**src/rtl/fft_pkg.sv**
```systemverilog
// fft_pkg - shared constants and types for the radix-2 FFT datapath.
//   FFT_DW / FFT_TW : default data / twiddle widths
//   TW_FRAC, TW_ONE : twiddle format Q1.14 (+1.0 = 16'h4000)
//   SAT_MAX/SAT_MIN : saturation limits for FFT_DW-bit results
//   cplx_t          : complex sample {re, im}
package fft_pkg;
    localparam int FFT_DW  = 16;
    localparam int FFT_TW  = 16;
    localparam int TW_FRAC = 14;
    localparam logic [FFT_TW-1:0] TW_ONE = 16'h4000;
    localparam logic signed [FFT_DW-1:0] SAT_MAX = {1'b0, {(FFT_DW-1){1'b1}}};
    localparam logic signed [FFT_DW-1:0] SAT_MIN = {1'b1, {(FFT_DW-1){1'b0}}};

    typedef struct packed {
        logic signed [FFT_DW-1:0] re;
        logic signed [FFT_DW-1:0] im;
    } cplx_t;
endpackage

```
**src/rtl/fft_cmult.sv**
```systemverilog
// fft_cmult - 2-stage registered complex multiplier b*W.
//   P1: four partial products (DW x TW).
//   P2: re = ac-bd, im = ad+bc, rounded (+2^(TW_FRAC-1), >>>TW_FRAC) to DW+2 bits.
// Ports:
//   clk, rst            clock, synchronous active-high reset
//   i_b_re, i_b_im      operand b (DW signed)
//   i_w_re, i_w_im      twiddle W (TW signed, Q1.14)
//   o_re, o_im          registered product, DW+2 bits, valid 2 cycles after inputs
module fft_cmult
    import fft_pkg::*;
#(
    parameter int DW = FFT_DW,
    parameter int TW = FFT_TW
) (
    input  logic                 clk,
    input  logic                 rst,
    input  logic signed [DW-1:0] i_b_re,
    input  logic signed [DW-1:0] i_b_im,
    input  logic signed [TW-1:0] i_w_re,
    input  logic signed [TW-1:0] i_w_im,
    output logic signed [DW+1:0] o_re,
    output logic signed [DW+1:0] o_im
);
    localparam int PW = DW + TW;
    localparam int SW = PW + 1;
    localparam logic signed [SW-1:0] HALF = SW'(1) << (TW_FRAC - 1);

    logic signed [PW-1:0] r_ac, r_bd, r_ad, r_bc;
    logic signed [DW+1:0] r_re, r_im;
    logic signed [SW-1:0] w_re_sum, w_im_sum, w_re_rnd, w_im_rnd;

    // Clamp to DW+2 bits; only reachable with |W| near 2.0, but keeps the
    // narrow result from wrapping.
    function automatic logic signed [DW+1:0] clip(input logic signed [SW-1:0] v);
        if ((&v[SW-1:DW+1]) || !(|v[SW-1:DW+1]))
            return v[DW+1:0];
        return v[SW-1] ? {1'b1, {(DW+1){1'b0}}} : {1'b0, {(DW+1){1'b1}}};
    endfunction

    assign w_re_sum = SW'(r_ac) - SW'(r_bd);
    assign w_im_sum = SW'(r_ad) + SW'(r_bc);
    // Add-half then arithmetic shift: ties round toward +inf.
    assign w_re_rnd = (w_re_sum + HALF) >>> TW_FRAC;
    assign w_im_rnd = (w_im_sum + HALF) >>> TW_FRAC;

    always_ff @(posedge clk) begin
        if (rst) begin
            r_ac <= '0;
            r_bd <= '0;
            r_ad <= '0;
            r_bc <= '0;
            r_re <= '0;
            r_im <= '0;
        end else begin
            r_ac <= i_b_re * i_w_re;
            r_bd <= i_b_im * i_w_im;
            r_ad <= i_b_re * i_w_im;
            r_bc <= i_b_im * i_w_re;
            r_re <= clip(w_re_rnd);
            r_im <= clip(w_im_rnd);
        end
    end

    assign o_re = r_re;
    assign o_im = r_im;
endmodule

```
**src/rtl/fft_butterfly.sv**
```systemverilog
// fft_butterfly - radix-2 DIT butterfly: y1 = a + b*W, y2 = a - b*W.
// Fully pipelined, one butterfly per clock, latency RD_LAT+3 from en_multi.
// Optional macro BFLY_SCALE_EN: results rounded >>1 before saturation.
// Ports:
//   clk, rst                 clock, synchronous active-high reset
//   en_multi                 op start, sampled with factor_re/im
//   factor_re, factor_im     twiddle W (Q1.14), delayed RD_LAT to meet rd_data
//   rd_data1_re/_im          operand a, valid RD_LAT cycles after en_multi
//   rd_data2_re/_im          operand b, valid RD_LAT cycles after en_multi
//   wr_data1_re/_im          y1, held between ops
//   wr_data2_re/_im          y2, held between ops
//   butterfly_finish_flag    1-cycle pulse when wr_data* updated
//   ovf_flag, ovf_clr        sticky saturation flag and its clear (set wins)
module fft_butterfly
    import fft_pkg::*;
#(
    parameter int DW     = FFT_DW,
    parameter int TW     = FFT_TW,
    parameter int RD_LAT = 1
) (
    input  logic                 clk,
    input  logic                 rst,
    input  logic                 en_multi,
    input  logic signed [TW-1:0] factor_re,
    input  logic signed [TW-1:0] factor_im,
    input  logic signed [DW-1:0] rd_data1_re,
    input  logic signed [DW-1:0] rd_data1_im,
    input  logic signed [DW-1:0] rd_data2_re,
    input  logic signed [DW-1:0] rd_data2_im,
    output logic signed [DW-1:0] wr_data1_re,
    output logic signed [DW-1:0] wr_data1_im,
    output logic signed [DW-1:0] wr_data2_re,
    output logic signed [DW-1:0] wr_data2_im,
    output logic                 butterfly_finish_flag,
    output logic                 ovf_flag,
    input  logic                 ovf_clr
);
    localparam int NV = RD_LAT + 3;
    localparam logic signed [DW-1:0] SMAX = {1'b0, {(DW-1){1'b1}}};
    localparam logic signed [DW-1:0] SMIN = {1'b1, {(DW-1){1'b0}}};

    // r_vld_pipe[k] set means an op was sampled k edges ago.
    logic [NV:0]          r_vld_pipe;
    logic signed [TW-1:0] r_tw_re [RD_LAT];
    logic signed [TW-1:0] r_tw_im [RD_LAT];
    logic signed [TW-1:0] r_w_re, r_w_im;
    logic signed [DW-1:0] r_a_re, r_a_im, r_b_re, r_b_im;
    logic signed [DW-1:0] r_a1_re, r_a1_im, r_a2_re, r_a2_im;
    logic signed [DW-1:0] r_y1_re, r_y1_im, r_y2_re, r_y2_im;
    logic                 r_ovf;
    logic signed [DW+1:0] w_bw_re, w_bw_im;
    logic signed [DW+2:0] w_y1_re, w_y1_im, w_y2_re, w_y2_im;
    logic                 w_sat;

    function automatic logic signed [DW+2:0] scl(input logic signed [DW+2:0] v);
`ifdef BFLY_SCALE_EN
        return (v + (DW+3)'(1)) >>> 1;
`else
        return v;
`endif
    endfunction

    function automatic logic out_rng(input logic signed [DW+2:0] v);
        return !((&v[DW+2:DW-1]) || !(|v[DW+2:DW-1]));
    endfunction

    function automatic logic signed [DW-1:0] sat(input logic signed [DW+2:0] v);
        if (out_rng(v))
            return v[DW+2] ? SMIN : SMAX;
        return v[DW-1:0];
    endfunction

    always_ff @(posedge clk) begin
        if (rst) begin
            r_vld_pipe <= '0;
            for (int i = 0; i < RD_LAT; i++) begin
                r_tw_re[i] <= '0;
                r_tw_im[i] <= '0;
            end
        end else begin
            r_vld_pipe <= {r_vld_pipe[NV-1:0], en_multi};
            r_tw_re[0] <= factor_re;
            r_tw_im[0] <= factor_im;
            for (int i = 1; i < RD_LAT; i++) begin
                r_tw_re[i] <= r_tw_re[i-1];
                r_tw_im[i] <= r_tw_im[i-1];
            end
        end
    end

    // Operand capture and the a-path delay that tracks the multiplier stages.
    always_ff @(posedge clk) begin
        if (rst) begin
            r_w_re  <= '0;
            r_w_im  <= '0;
            r_a_re  <= '0;
            r_a_im  <= '0;
            r_b_re  <= '0;
            r_b_im  <= '0;
            r_a1_re <= '0;
            r_a1_im <= '0;
            r_a2_re <= '0;
            r_a2_im <= '0;
        end else begin
            r_w_re  <= r_tw_re[RD_LAT-1];
            r_w_im  <= r_tw_im[RD_LAT-1];
            r_a_re  <= rd_data1_re;
            r_a_im  <= rd_data1_im;
            r_b_re  <= rd_data2_re;
            r_b_im  <= rd_data2_im;
            r_a1_re <= r_a_re;
            r_a1_im <= r_a_im;
            r_a2_re <= r_a1_re;
            r_a2_im <= r_a1_im;
        end
    end

    fft_cmult #(.DW(DW), .TW(TW)) u_cmult (
        .clk    (clk),
        .rst    (rst),
        .i_b_re (r_b_re),
        .i_b_im (r_b_im),
        .i_w_re (r_w_re),
        .i_w_im (r_w_im),
        .o_re   (w_bw_re),
        .o_im   (w_bw_im)
    );

    assign w_y1_re = scl((DW+3)'(r_a2_re) + (DW+3)'(w_bw_re));
    assign w_y1_im = scl((DW+3)'(r_a2_im) + (DW+3)'(w_bw_im));
    assign w_y2_re = scl((DW+3)'(r_a2_re) - (DW+3)'(w_bw_re));
    assign w_y2_im = scl((DW+3)'(r_a2_im) - (DW+3)'(w_bw_im));
    assign w_sat   = out_rng(w_y1_re) | out_rng(w_y1_im) |
                     out_rng(w_y2_re) | out_rng(w_y2_im);

    always_ff @(posedge clk) begin
        if (rst) begin
            r_y1_re <= '0;
            r_y1_im <= '0;
            r_y2_re <= '0;
            r_y2_im <= '0;
            r_ovf   <= 1'b0;
        end else begin
            if (r_vld_pipe[NV-1]) begin
                r_y1_re <= sat(w_y1_re);
                r_y1_im <= sat(w_y1_im);
                r_y2_re <= sat(w_y2_re);
                r_y2_im <= sat(w_y2_im);
            end
            if (r_vld_pipe[NV-1] && w_sat)
                r_ovf <= 1'b1;
            else if (ovf_clr)
                r_ovf <= 1'b0;
        end
    end

    assign wr_data1_re           = r_y1_re;
    assign wr_data1_im           = r_y1_im;
    assign wr_data2_re           = r_y2_re;
    assign wr_data2_im           = r_y2_im;
    assign butterfly_finish_flag = r_vld_pipe[NV];
    assign ovf_flag              = r_ovf;
endmodule

```
**config.mk**
```make
export PLATFORM = sky130hd
export DESIGN_NAME = fft_butterfly
export DESIGN_NICKNAME = d
export VERILOG_FILES = /design/src/rtl/fft_pkg.sv /design/src/rtl/fft_cmult.sv /design/src/rtl/fft_butterfly.sv
export SDC_FILE = /design/constraint.sdc
export NUM_CORES = 2
export LEC_CHECK = 0
export ABC_AREA = 1
export CORE_ASPECT_RATIO = 1.1
export CORE_MARGIN = 10
export CORE_UTILIZATION = 55
export CTS_BUF_LIST = sky130_fd_sc_hd__clkbuf_8 sky130_fd_sc_hd__clkbuf_16
export DETAILED_ROUTE_END_ITERATION = 10
export GPL_ROUTABILITY_DRIVEN = 0
export PLACE_DENSITY_LB_ADDON = 0.15
export SETUP_SLACK_MARGIN = 0.15
export SYNTH_ARGS = -nofsm -noshare
export SYNTH_HDL_FRONTEND = slang
export SYNTH_SLANG_ARGS = --single-unit
```
**constraint.sdc**
```tcl
create_clock -name clk -period 13.7 [get_ports clk]
set_clock_uncertainty 0.15 [all_clocks]
set_input_delay 2.74 -clock clk [delete_from_list [all_inputs] [get_ports clk]]
set_output_delay 2.74 -clock clk [all_outputs]
set_load 0.005 [all_outputs]
```
==> metrics.cfg <==
[global_route]
grt_max_degree = 120
gr-total-overflow = 0
grt_pass1_vias = 51800
antenna_found_initial = 1
grt_pass1_wl_um = 277000
grt_usage_pct = 27.4

[timing]
worst_pin_slew_ns = 1.10
hold_slack_ns = 0.239
min_period_over_period_pct = 50.5
hold_viol = 0
final.min_clock_period_ns = 6.91
rsz0062_at_grt = no
setup_viol = 0
timing.fmax_ghz = 0.145
finalMaxSlewViolations = 0
fin_setup_tns_ns = 0
maxSlewHeadroom_pct = 26.7

[outcome]
status = finished clean

[yosys]
seq_area_frac_synth_pct = 13.8
synth-async-reset-ratio_pct = 0
ys_ff_latch = 426
ys.warnings.count = 0
synth_nets = 9791
synth_cells = 8117
synth_edf_count = 0
synth_top_cell_by_area = fa_1
postSynthAreaPerCell_sq_um = 7.63
synth_area_sq_um = 62000
synth-main-ff-cell = dfxtp_1
netlist.area_leader.share_pct = 34.0
synth_cell_types = 52
synthTopCellsByArea = fa_1 34%, inv_1 14%, dfxtp_1 14%

[floorplan]
dieHeight_um = 372
row_count = 129
die_area_sq_um = 127000
initial_core_util_pct = 55.2
io_pins = 166
fp.coreArea_sq_um = 112000
fp.dieW_um = 340

[cts]
clkSinkCount = 426
clkLatencyLatePin_ns = 0.66
ctsResizeCount = 0
h-tree-depth = 2
cts_root_buf = clkbuf_16
clk_pin_slew_worst_paths_ns = 0.06
numCtsBuffers = 49
hold_buffers = 0
post-cts-setup-buffers = 0
cts.path.max_buffers = 3
cts_tree = yes

[setup_path]
crit_required_ns = 14.14
end_kind = flip-flop
r2r_start = r_w_re[15]
r2r_slack_ns = 6.79
reg2reg_to = u_cmult.r_ac[31]
reg2reg_depth = 22
critPathArrivalTime_ns = 7.35
worstSetupPathType = flip-flop to flip-flop
start_kind = flip-flop
path_max_fanout = 15

[final_layout]
area_growth_pct = 7.23
drive_gt1_share_pct = 3.29
final_area_sq_um = 66400
num-fill-cells = 10500
post-route-util_pct = 59.2
final_net_count = 9773

[hold_path]
min_from = r_a_im[4]
hold_end = r_a1_im[4]
worstHoldPathCells = 2
hp-class = flip-flop to flip-flop

[routing]
wl_per_cell_um = 17.6
totalWireLength_um = 170000
drc_errors = 0
ant_nets = 0
num_vias = 50000
drt_iter0_markers = 4061
drt_pass1_iterations = 6
viasPerCell = 5.19

[pwr]
switching_power_uw = 2950
intPower_uw = 3350
p_leak_uw = 0.0384
vdd_drop_max_mv = 0.0885
p_comb_share_pct = 52.1
switching_share_pct = 46.8
p_clk_share_pct = 23.1
power_uw = 6300
power_density_nw_per_um2 = 94.8
seqPwrFrac_pct = 24.8

[placed_design]
dpl.hpwl_um = 132000
portBuffers = 165
place_area_sq_um = 64700

[run]
cap_viol_max_count = 0

## metal layers
layer / share of wire (%) / track usage (%) / vias up
met5: 0 / 0 / -
met4: 5.4 / 12.8 / 0
met3: 8.1 / 4.73 / 382
met2: 45 / 44.2 / 2022
met1: 41 / 35.9 / 24100
li1: - / - / 23600
## power groups by stage
stage	logic [uW]	registers [uW]	clock network [uW]
floorplan	2400	1470	0
global placement	3160	1580	0
detailed placement	3190	1580	0
CTS	3220	1560	1490
global route	3690	1570	1540
finish	3280	1560	1460
## kinds of logic after synthesis
group	Yosys count	share of synthesized area [%]
AND/OR/NAND/NOR	2602	16.7
buffers and inverters	2565	15.8
flip-flops	426	13.8
AO/OA/AOI/OAI	834	7.60
XOR/XNOR	116	1.64
adder cells (fa/ha/maj)	1574	44.5
## registers in the layout, summed over array words and instances (netlist names), 18 cells and up
name          count
u_cmult.r_ad     32
u_cmult.r_bc     32
u_cmult.o_re     18
u_cmult.r_ac     32
u_cmult.r_bd     32
u_cmult.o_im     18
## through the flow
| stage | setup slack, ns | instances |
|---|---|---|
| 6_report | 6.79 | 9647 |
| 5_1_grt | 6.34 | 9645 |
| 4_1_cts | 6.87 | 9645 |
| 3_5_place_dp | 6.87 | 9554 |
| 3_3_place_gp | 6.99 | 9554 |
| 2_1_floorplan | 7.78 | 8117 |
## how the worst max path moves through the flow
stage                     slack [ns]  cells after the start  startpoint          endpoint
final                           6.79                     22  r_w_re[15]  u_cmult.r_ac[31]
after global routing            6.34                     22  r_w_re[15]  u_cmult.r_ac[31]
after CTS                       6.87                     22  r_w_re[15]  u_cmult.r_ac[31]
after detailed placement        6.87                     22  r_w_re[15]  u_cmult.r_ac[31]
after global placement          6.99                     22  r_w_re[15]  u_cmult.r_ac[31]
after floorplan                 7.78                     27  r_b_im[15]  u_cmult.r_bc[31]
## placed cells by master, fill, tap and decap left out, types with 29 or more instances in the layout
master | netlist | routed
o21bai_1 | 29 | 29
a21o_1 | 34 | 34
nand3_1 | 136 | 136
buf_4 | 12 | 43
clkdlybuf4s50_1 | 0 | 164
nand4_1 | 36 | 36
xor2_1 | 81 | 81
inv_1 | 2273 | 2275
o21ai_0 | 255 | 255
a21oi_1 | 389 | 389
clkbuf_16 | 0 | 50
dfxtp_2 | 0 | 29
nor2_1 | 546 | 546
a21oi_2 | 39 | 39
nand2_1 | 1784 | 1784
xnor2_1 | 35 | 35
ha_1 | 522 | 522
dfxtp_1 | 426 | 397
o21a_1 | 31 | 31
fa_1 | 1052 | 1052
## worst max-delay path: stages (launching register included)
cell and delay (ns):
dfxtp_1 0.52, clkinv_1 0.60, buf_4 0.45, or2_2 0.31, fa_1 0.50, fa_1 0.52, inv_1 0.05, fa_1 0.51
inv_1 0.05, fa_1 0.48, inv_1 0.05, fa_1 0.49, fa_1 0.41, ha_1 0.40, inv_1 0.19, o21bai_1 0.10
a21oi_1 0.13, nor2_1 0.05, a211oi_1 0.32, o21ai_0 0.15, a21oi_1 0.18, o21ai_0 0.10, a21oi_1 0.15
## cell type report
cell class	instances	area (sq um)	share of cell area (%)
Timing Repair Buffer	208	1980	2.98
Sequential cell	426	8560	12.9
Tap cell	1506	1880	2.84
Multi-Input combinational cell	5126	43600	65.7
Inverter	2288	8590	12.9
Clock buffer	58	1360	2.05
Clock inverter	33	417	0.627
Antenna cell	2	5.00	0.00753
## cell usage after synthesis (4+ instances only)
cell      count
a211oi_1      6
a21boi_0     10
a21o_1       34
a21oi_1     389
a21oi_2      39
a31o_2        5
a31oi_1      15
and2_1        4
and3_1        6
buf_1        11
buf_2         7
buf_4        12
buf_6        15
clkbuf_1    232
dfxtp_1     426
fa_1       1052
ha_1        522
inv_1      2273
inv_2        12
nand2_1    1784
nand2_2      15
nand3_1     136
nand3_2       6
nand4_1      36
nor2_1      546
nor2_2       11
nor3_1       27
nor4_1       10
o2111a_1      4
o211ai_1      7
o21a_1       31
o21ai_0     255
o21bai_1     29
or2_2         6
xnor2_1      35
xor2_1       81
Note: power is estimated with default switching activity, not from simulation.
